==> src/rtl/mac_array_sched.sv <==
// Dot-product scheduler for the N-lane signed MAC array: operand handshake, init/zero-bubble drive,
// result capture and valid/ready output. Optional stall counter output under `MAC_SCHED_PERF_EN`.
module mac_array_sched #(
  parameter int N       = 3,
  parameter int D_W     = 8,
  parameter int D_W_ACC = 16,
  parameter int LEN_W   = 8
) (
  input  logic                          clk,
  input  logic                          rst,
  input  logic [LEN_W-1:0]              cfg_len,
  input  logic                          in_valid,
  output logic                          in_ready,
  input  logic [N-1:0][D_W-1:0]         in_a,
  input  logic [N-1:0][D_W-1:0]         in_b,
  output logic [N-1:0]                  arr_init,
  output logic [N-1:0][D_W-1:0]         arr_a,
  output logic [N-1:0][D_W-1:0]         arr_b,
  input  logic [N-1:0][D_W_ACC-1:0]     arr_result,
  output logic                          out_valid,
  input  logic                          out_ready,
  output logic [N-1:0][D_W_ACC-1:0]     out_data,
  output logic                          busy
`ifdef MAC_SCHED_PERF_EN
  ,
  output logic [31:0]                   perf_stall
`endif
);

  localparam logic [LEN_W-1:0] LEN_ONE = LEN_W'(1);

  logic [LEN_W-1:0]              cnt_q, cnt_d;
  logic [LEN_W-1:0]              len_q, len_d;
  logic                          cap_pend_q, cap_pend_d;
  logic                          out_valid_q, out_valid_d;
  logic [N-1:0][D_W_ACC-1:0]     out_data_q, out_data_d;
  logic [LEN_W-1:0]              cfg_len_eff;
  logic [LEN_W-1:0]              len_eff;
  logic                          first;
  logic                          last;
  logic                          fire;

  always_comb begin
    cfg_len_eff = (cfg_len == '0) ? LEN_ONE : cfg_len;
    first       = (cnt_q == '0);
    len_eff     = first ? cfg_len_eff : len_q;
    last        = (cnt_q == len_eff - LEN_ONE);
    // The last element may only fire when the holding register is guaranteed free at capture time.
    in_ready    = !rst && (!last || (!cap_pend_q && (!out_valid_q || out_ready)));
    fire        = in_valid && in_ready;
  end

  // The array accumulates every cycle, so non-fire cycles must present zero operands.
  always_comb begin
    arr_a    = fire ? in_a : '0;
    arr_b    = fire ? in_b : '0;
    arr_init = {N{fire && first}};
  end

  always_comb begin
    cnt_d       = cnt_q;
    len_d       = len_q;
    cap_pend_d  = cap_pend_q;
    out_valid_d = out_valid_q;
    out_data_d  = out_data_q;
    if (fire && first) begin
      len_d = cfg_len_eff;
    end
    if (out_valid_q && out_ready) begin
      out_valid_d = 1'b0;
    end
    if (cap_pend_q) begin
      out_data_d  = arr_result;
      out_valid_d = 1'b1;
      cap_pend_d  = 1'b0;
    end
    if (fire) begin
      if (last) begin
        cnt_d      = '0;
        cap_pend_d = 1'b1;
      end else begin
        cnt_d = cnt_q + LEN_ONE;
      end
    end
  end

  always_ff @(posedge clk) begin
    if (rst) begin
      cnt_q       <= '0;
      len_q       <= '0;
      cap_pend_q  <= 1'b0;
      out_valid_q <= 1'b0;
      out_data_q  <= '0;
    end else begin
      cnt_q       <= cnt_d;
      len_q       <= len_d;
      cap_pend_q  <= cap_pend_d;
      out_valid_q <= out_valid_d;
      out_data_q  <= out_data_d;
    end
  end

  assign out_valid = out_valid_q;
  assign out_data  = out_data_q;
  assign busy      = (cnt_q != '0) || cap_pend_q || out_valid_q;

`ifdef MAC_SCHED_PERF_EN
  logic [31:0] perf_stall_q, perf_stall_d;

  always_comb begin
    perf_stall_d = perf_stall_q;
    if (in_valid && !in_ready && !rst && (perf_stall_q != '1)) begin
      perf_stall_d = perf_stall_q + 32'd1;
    end
  end

  always_ff @(posedge clk) begin
    if (rst) begin
      perf_stall_q <= '0;
    end else begin
      perf_stall_q <= perf_stall_d;
    end
  end

  assign perf_stall = perf_stall_q;
`endif

endmodule

==> config.mk <==
export PLATFORM = sky130hd
export DESIGN_NAME = mac_array_sched
export DESIGN_NICKNAME = d
export VERILOG_FILES = /design/src/rtl/mac_array_sched.sv
export SDC_FILE = /design/constraint.sdc
export NUM_CORES = 1
export LEC_CHECK = 0
export ABC_AREA = 1
export ABC_CLOCK_PERIOD_IN_PS = 3700
export CORE_ASPECT_RATIO = 1.4
export CORE_MARGIN = 2
export CORE_UTILIZATION = 39
export DETAILED_ROUTE_END_ITERATION = 8
export PLACE_DENSITY = 0.84
export SLEW_MARGIN = 5
export SYNTH_ARGS = -nofsm -noshare
export SYNTH_HDL_FRONTEND = slang
export SYNTH_SLANG_ARGS = --single-unit
==> constraint.sdc <==
create_clock -name clk -period 3.7 [get_ports clk]
set_input_delay 0.555 -clock clk [delete_from_list [all_inputs] [get_ports clk]]
set_output_delay 0.555 -clock clk [all_outputs]
set_load 0.01 [all_outputs]
; Word level (Yosys, flattened, before mapping)
; Index checks and enable logic that the tools add are counted.
[op_classes]
n_addsub = 2
multipliers = 0
div = 0
order_cmp = 0
n_eq_ne = 1
shift = 0
n_mux = 8
bitwise = 1
reduce_logical = 18
[ops]
columns = op, count
row1 = $mux W24, 2
row2 = $mux W8, 3
row3 = $logic_not A8 Y1, 2
row4 = $add A8 B1 Y8 const B, 1
row5 = $eq A8 B8 Y1, 1
row6 = $reduce_bool A8 Y1, 1
row7 = $sub A8 B1 Y8 const B, 1
row8 = $logic_and A1 B1 Y1, 5
row9 = $logic_not A1 Y1, 4
row10 = $logic_or A1 B1 Y1, 4
row11 = $mux W1, 3
row12 = $reduce_bool A2 Y1, 1
row13 = $reduce_or A2 Y1, 1
row14 = $not A1 Y1, 1
[totals]
regBits = 66
latchBits = 0
ram_bits = 0
rom_bits = 0
output_inout_bits = 102
wordCells = 37
memories = 0

; Longest topological paths before layout
; Gate-level depths: netlist of the first run.
[logic_depth]
depth_word = 11
mapped_depth = 23
mapped_depth_nobuf = 21

; Worst setup path before layout of the first run
; Ideal clock, no wire load.
[synth_timing]
path_kind = flip-flop to output port
startpoint = reg cnt_q[0]
endpoint = out arr_init[1]
t_arrival_ps = 2624
required_ps = 3145
slack_ps = 521
stages_incl_launch_ff = 20
path_cell_list = dfxtp_1 -> inv_1 -> ha_1 -> nand2_1 -> nor2_2 -> nand2_4 -> buf_12 -> nand2_2 -> nand2_4 -> ha_1 -> xor2_1 -> nand2_1 -> nor2_1 -> nand3_1 -> nor2_4 -> nand4_4 -> nand4_4 -> buf_6 -> inv_1 -> buf_4
[synth_between]
elab_chain_cells = 9
[synth_lines]
columns = element, line_no
row1 = from (decl), 32  ; logic [LEN_W-1:0] cnt_q, cnt_d;
row2 = from (signal assigned), 95  ; cnt_q <= cnt_d;
row3 = $logic_not A8 Y1, 45  ; first = (cnt_q == '0);
row4 = $mux W8, 46  ; len_eff = first ? cfg_len_eff : len_q;
row5 = $sub A8 B1 Y8, 47  ; last = (cnt_q == len_eff - LEN_ONE);
row6 = $eq A8 B8 Y1, 47
row7 = $logic_not A1 Y1, 49  ; in_ready = !rst && (!last || (!cap_pend_q && (!out_valid_q || out_ready)));
row8 = $logic_or A1 B1 Y1, 49
row9 = $logic_and A1 B1 Y1, 49
row10 = $logic_and A1 B1 Y1, 50  ; fire = in_valid && in_ready;
row11 = $logic_and A1 B1 Y1 (*), 57  ; arr_init = {N{fire && first}};
row12 = to (decl), 16  ; output logic [N-1:0] arr_init,
; Every way passes the cells marked *; elsewhere a longest branch is shown, timed or not.

==> impl_metrics.csv, run 1 <==
group,metric,value,unit
timing,tns,0,ps
cts,cts_buffers,9,
layout,n_fill_cell,805,
min_path,hold_path.class,"reg2reg",
timing,period_share,94.9,%
worst_setup_path,required,3140,ps
layout,antennaDiodeCount,0,
die,start_util,39.6,%
timing,fmax,285,MHz
timing,slew_viol_final,0,
placed_design,finalWeightedCongestion,0.878,
pwr,p_clk_share,40.2,%
layout,fin_nets,930,
pwr,power.leakage,0.00325,µW
layout,layout_commonest_cell,"nor2_1",
placed_design,preCtsSetupSlack,-258,ps
cts,htreeDepth,3,
run,drv_cap,0,
placed_design,dpl.hpwl,9.04,mm
worst_setup_path,path_class,"reg2out",
timing,min_period,3510,ps
worst_setup_path,critPathMaxFanout,12,
yosys,syn_inst,588,
pwr,power.switching,530,µW
min_path,holdPathEnd,"out_data[11]",
yosys,synth_seq_cells,66,
route,finalWirelength,12.6,mm
layout,layout-drive-gt1-share,16.9,%
cts,cts_root_buf,"clkbuf_16",
timing,finalHoldViolCount,0,
status,status,"finished, final reports clean",
worst_setup_path,cp-startpoint,"cnt_q[1]",
cts,clockBufferDepth,2,
timing,clock_skew,3.98,ps
cts,clk_latency,320,ps
layout,area_growth,68.3,%
yosys,yosysUniqueCellTypes,29,
route,routed_via_density,4.76,
yosys,netlist.area_leader.share,35.7,%
layout,final_cell_mix,"nor2_1, clkdlybuf4s50_1, inv_1, nand2_1, dfxtp_1",
timing,setup_slack,187,ps
timing,worst_hold_slack,493,ps
layout,ff_latch_area,1330,µm²
route,dr.first_iter.drc_count,259,
min_path,min_from,"out_data[11]",
route,ant_nets,0,
global_routing,grt_max_degree,50,
cts,cts_sinks,66,
cts,cts_tree,"done",
placed_design,place_inst,899,
global_routing,grt_pass1_vias,4225,
pwr,p_int,1440,µW
pwr,p_seq_share,36.9,%
route,first_pass_iters,5,
yosys,synth_nets,699,
route,route.detailed.drc,0,
yosys,synthTopCellsByArea,"dfxtp_1, nor2_1, nand2_1",
pwr,power_frac_comb,22.9,%
yosys,synth_warnings,0,
global_routing,grt_usage,23.3,%
timing,finalSetupViolations,0,
pwr,netSwitchingFraction,26.9,%
route,dr_total_vias,4448,
placed_design,io_buffers,209,
die,die_y,119,µm
global_routing,antenna_found_initial,0,
pwr,cellPowerDensity,316,nW/µm²
yosys,synth_area_leader_cell,"dfxtp_1",
min_path,hold_path_depth,2,
die,die_area,10300,µm²
cts,cts.clk_slew.worst_paths,50,ps
worst_setup_path,reg2reg_to,"cnt_q[1]",
yosys,ys_seq_area_share,35.7,%
worst_setup_path,endpoint_kind,"output pin",
global_routing,grt_pass1_wl,19.4,mm
die,core_region_area,9350,µm²
worst_setup_path,rrSetupSlack,980,ps
yosys,postSynthAreaPerCell,6.30,µm²
global_routing,grt-ovfl-total,0,
layout,multiInputGateArea,1890,µm²
worst_setup_path,crit_arrival,2960,ps
die,rows,42,
timing,tightest_slew,494,ps
die,die_w,86.4,µm
die,ios,210,
timing,relSlewSlack,66.7,%
worst_setup_path,crit-reg2reg-launch,"cnt_q[1]",
layout,finalNonFillerCells,934,
worst_setup_path,rr_worst_depth,21,
yosys,netlist_area,3700,µm²
pwr,irDropWorstVdd,210,µV
route,avgRoutedWirePerCell,13.4,µm
worst_setup_path,crit_path_start_kind,"flip-flop",
[worst max-delay path, stage by stage (launching register included)]
cell and delay [ps]:
dfxtp_2 340, inv_2 80, ha_4 140, nand2_1 90
nor2_4 120, nand2_4 90, nand2_2 90, nand2_4 70
ha_4 260, xor2_1 140, nand2_1 70, nor2_1 100
nand3_1 120, nor2_4 130, nand4_4 100, nand3_4 100
buf_4 140, buf_12 130, nor2_1 50, dlygate4sd2_1 280
[per-layer routing]
metal	wire length [µm]	GRT usage, %	share of wire [%]	up-vias
li1	-	-	-	2229
met5	0	0	0	-
met2	6370	39.2	51	181
met4	482	12.6	3.8	0
met3	914	6.24	7.3	36
met1	4800	26.3	38	2002
[cell usage after synthesis]
cell        n
a21oi_1     5
and2_4      1
buf_12      1
buf_4       3
buf_6       6
buf_8       1
clkbuf_1   17
dfxtp_1    66
ha_1        3
inv_1      94
inv_2       5
inv_4       1
nand2_1    95
nand2_2     8
nand2_4     5
nand3_1    26
nand3_2     1
nand3_4     1
nand4_1     4
nand4_4     2
nor2_1    171
nor2_2      5
nor2_4      3
nor3_1      3
o21ai_0    49
o21ai_1     1
o21bai_1    8
or2_2       1
xor2_1      2
[cell families (layout without fill, tap and decap cells)]
logic type | after synthesis | count (layout) | synth area share [%]
AOI/OAI and AO/OA | 63 | 63 | 9.05
xor gates and xnor gates | 2 | 2 | 0.473
adders and majority gates | 3 | 3 | 1.01
buffers and inverters | 128 | 363 | 15.3
DFF | 66 | 66 | 35.7
and+or+nand+nor | 326 | 327 | 38.5
[registers in the layout (all words and copies together) (netlist names)]
name and flops:
cap_pend_q 1, cnt_q 8, len_q 8, out_data 48, out_valid 1
[repair_timing]
item                       4_1_cts  5_1_grt
hold buffers                     0        0
hold endpoints to repair         0        0
gates cloned                     3        0
setup endpoints to repair       52       52
gates resized for setup        164       28
pin swaps                        8       17
setup buffers                   12        7
[power by group through the flow]
stage | Sequential [µW] | Clock, µW | Combinational, µW
2_1_floorplan | 742 | 0 | 215
3_3_place_gp | 742 | 0 | 412
3_5_place_dp | 743 | 0 | 423
4_1_cts | 727 | 808 | 438
5_1_grt | 728 | 841 | 494
6_report | 727 | 793 | 451
[layout make-up]
| type | count | area share, % |
|---|---|---|
| inverters | 100 | 6.10 |
| flip-flops and latches | 66 | 21.3 |
| multi-input cells | 395 | 30.3 |
| repair buffers | 247 | 35.6 |
| clock inverters | 4 | 0.422 |
| clock buffers | 12 | 4.11 |
| well taps | 110 | 2.21 |
[through the flow]
step	cell area, µm²	util, %	total power, µW
finish	6230	66.6	1970
global route	6230	66.6	2060
CTS	6180	66.1	1970
detailed placement	5910	63.1	1170
global placement	5910	63.1	1150
floorplan	3700	-	958
[worst max-delay path by stage]
stage / endpoint / cells after the start
final: arr_b[23] / 19
after global placement: arr_a[0] / 18
after CTS: arr_b[15] / 20
after global routing: arr_a[3] / 18
after detailed placement: arr_a[3] / 18
after floorplan: arr_init[1] / 19
No activity file was read; power rests on OpenSTA's default activity.
==> run 2, diff against run 1 <==
--- a/config.mk
+++ b/config.mk
@@ -11,8 +11,10 @@
 export CORE_MARGIN = 2
 export CORE_UTILIZATION = 39
 export DETAILED_ROUTE_END_ITERATION = 8
+export HOLD_SLACK_MARGIN = 0.02
 export PLACE_DENSITY = 0.84
 export SLEW_MARGIN = 5
 export SYNTH_ARGS = -nofsm -noshare
 export SYNTH_HDL_FRONTEND = slang
 export SYNTH_SLANG_ARGS = --single-unit
+export TNS_END_PERCENT = 100
==> results of run 2 <==
No change in the layout: final DEF, timing and power equal those of run 1.
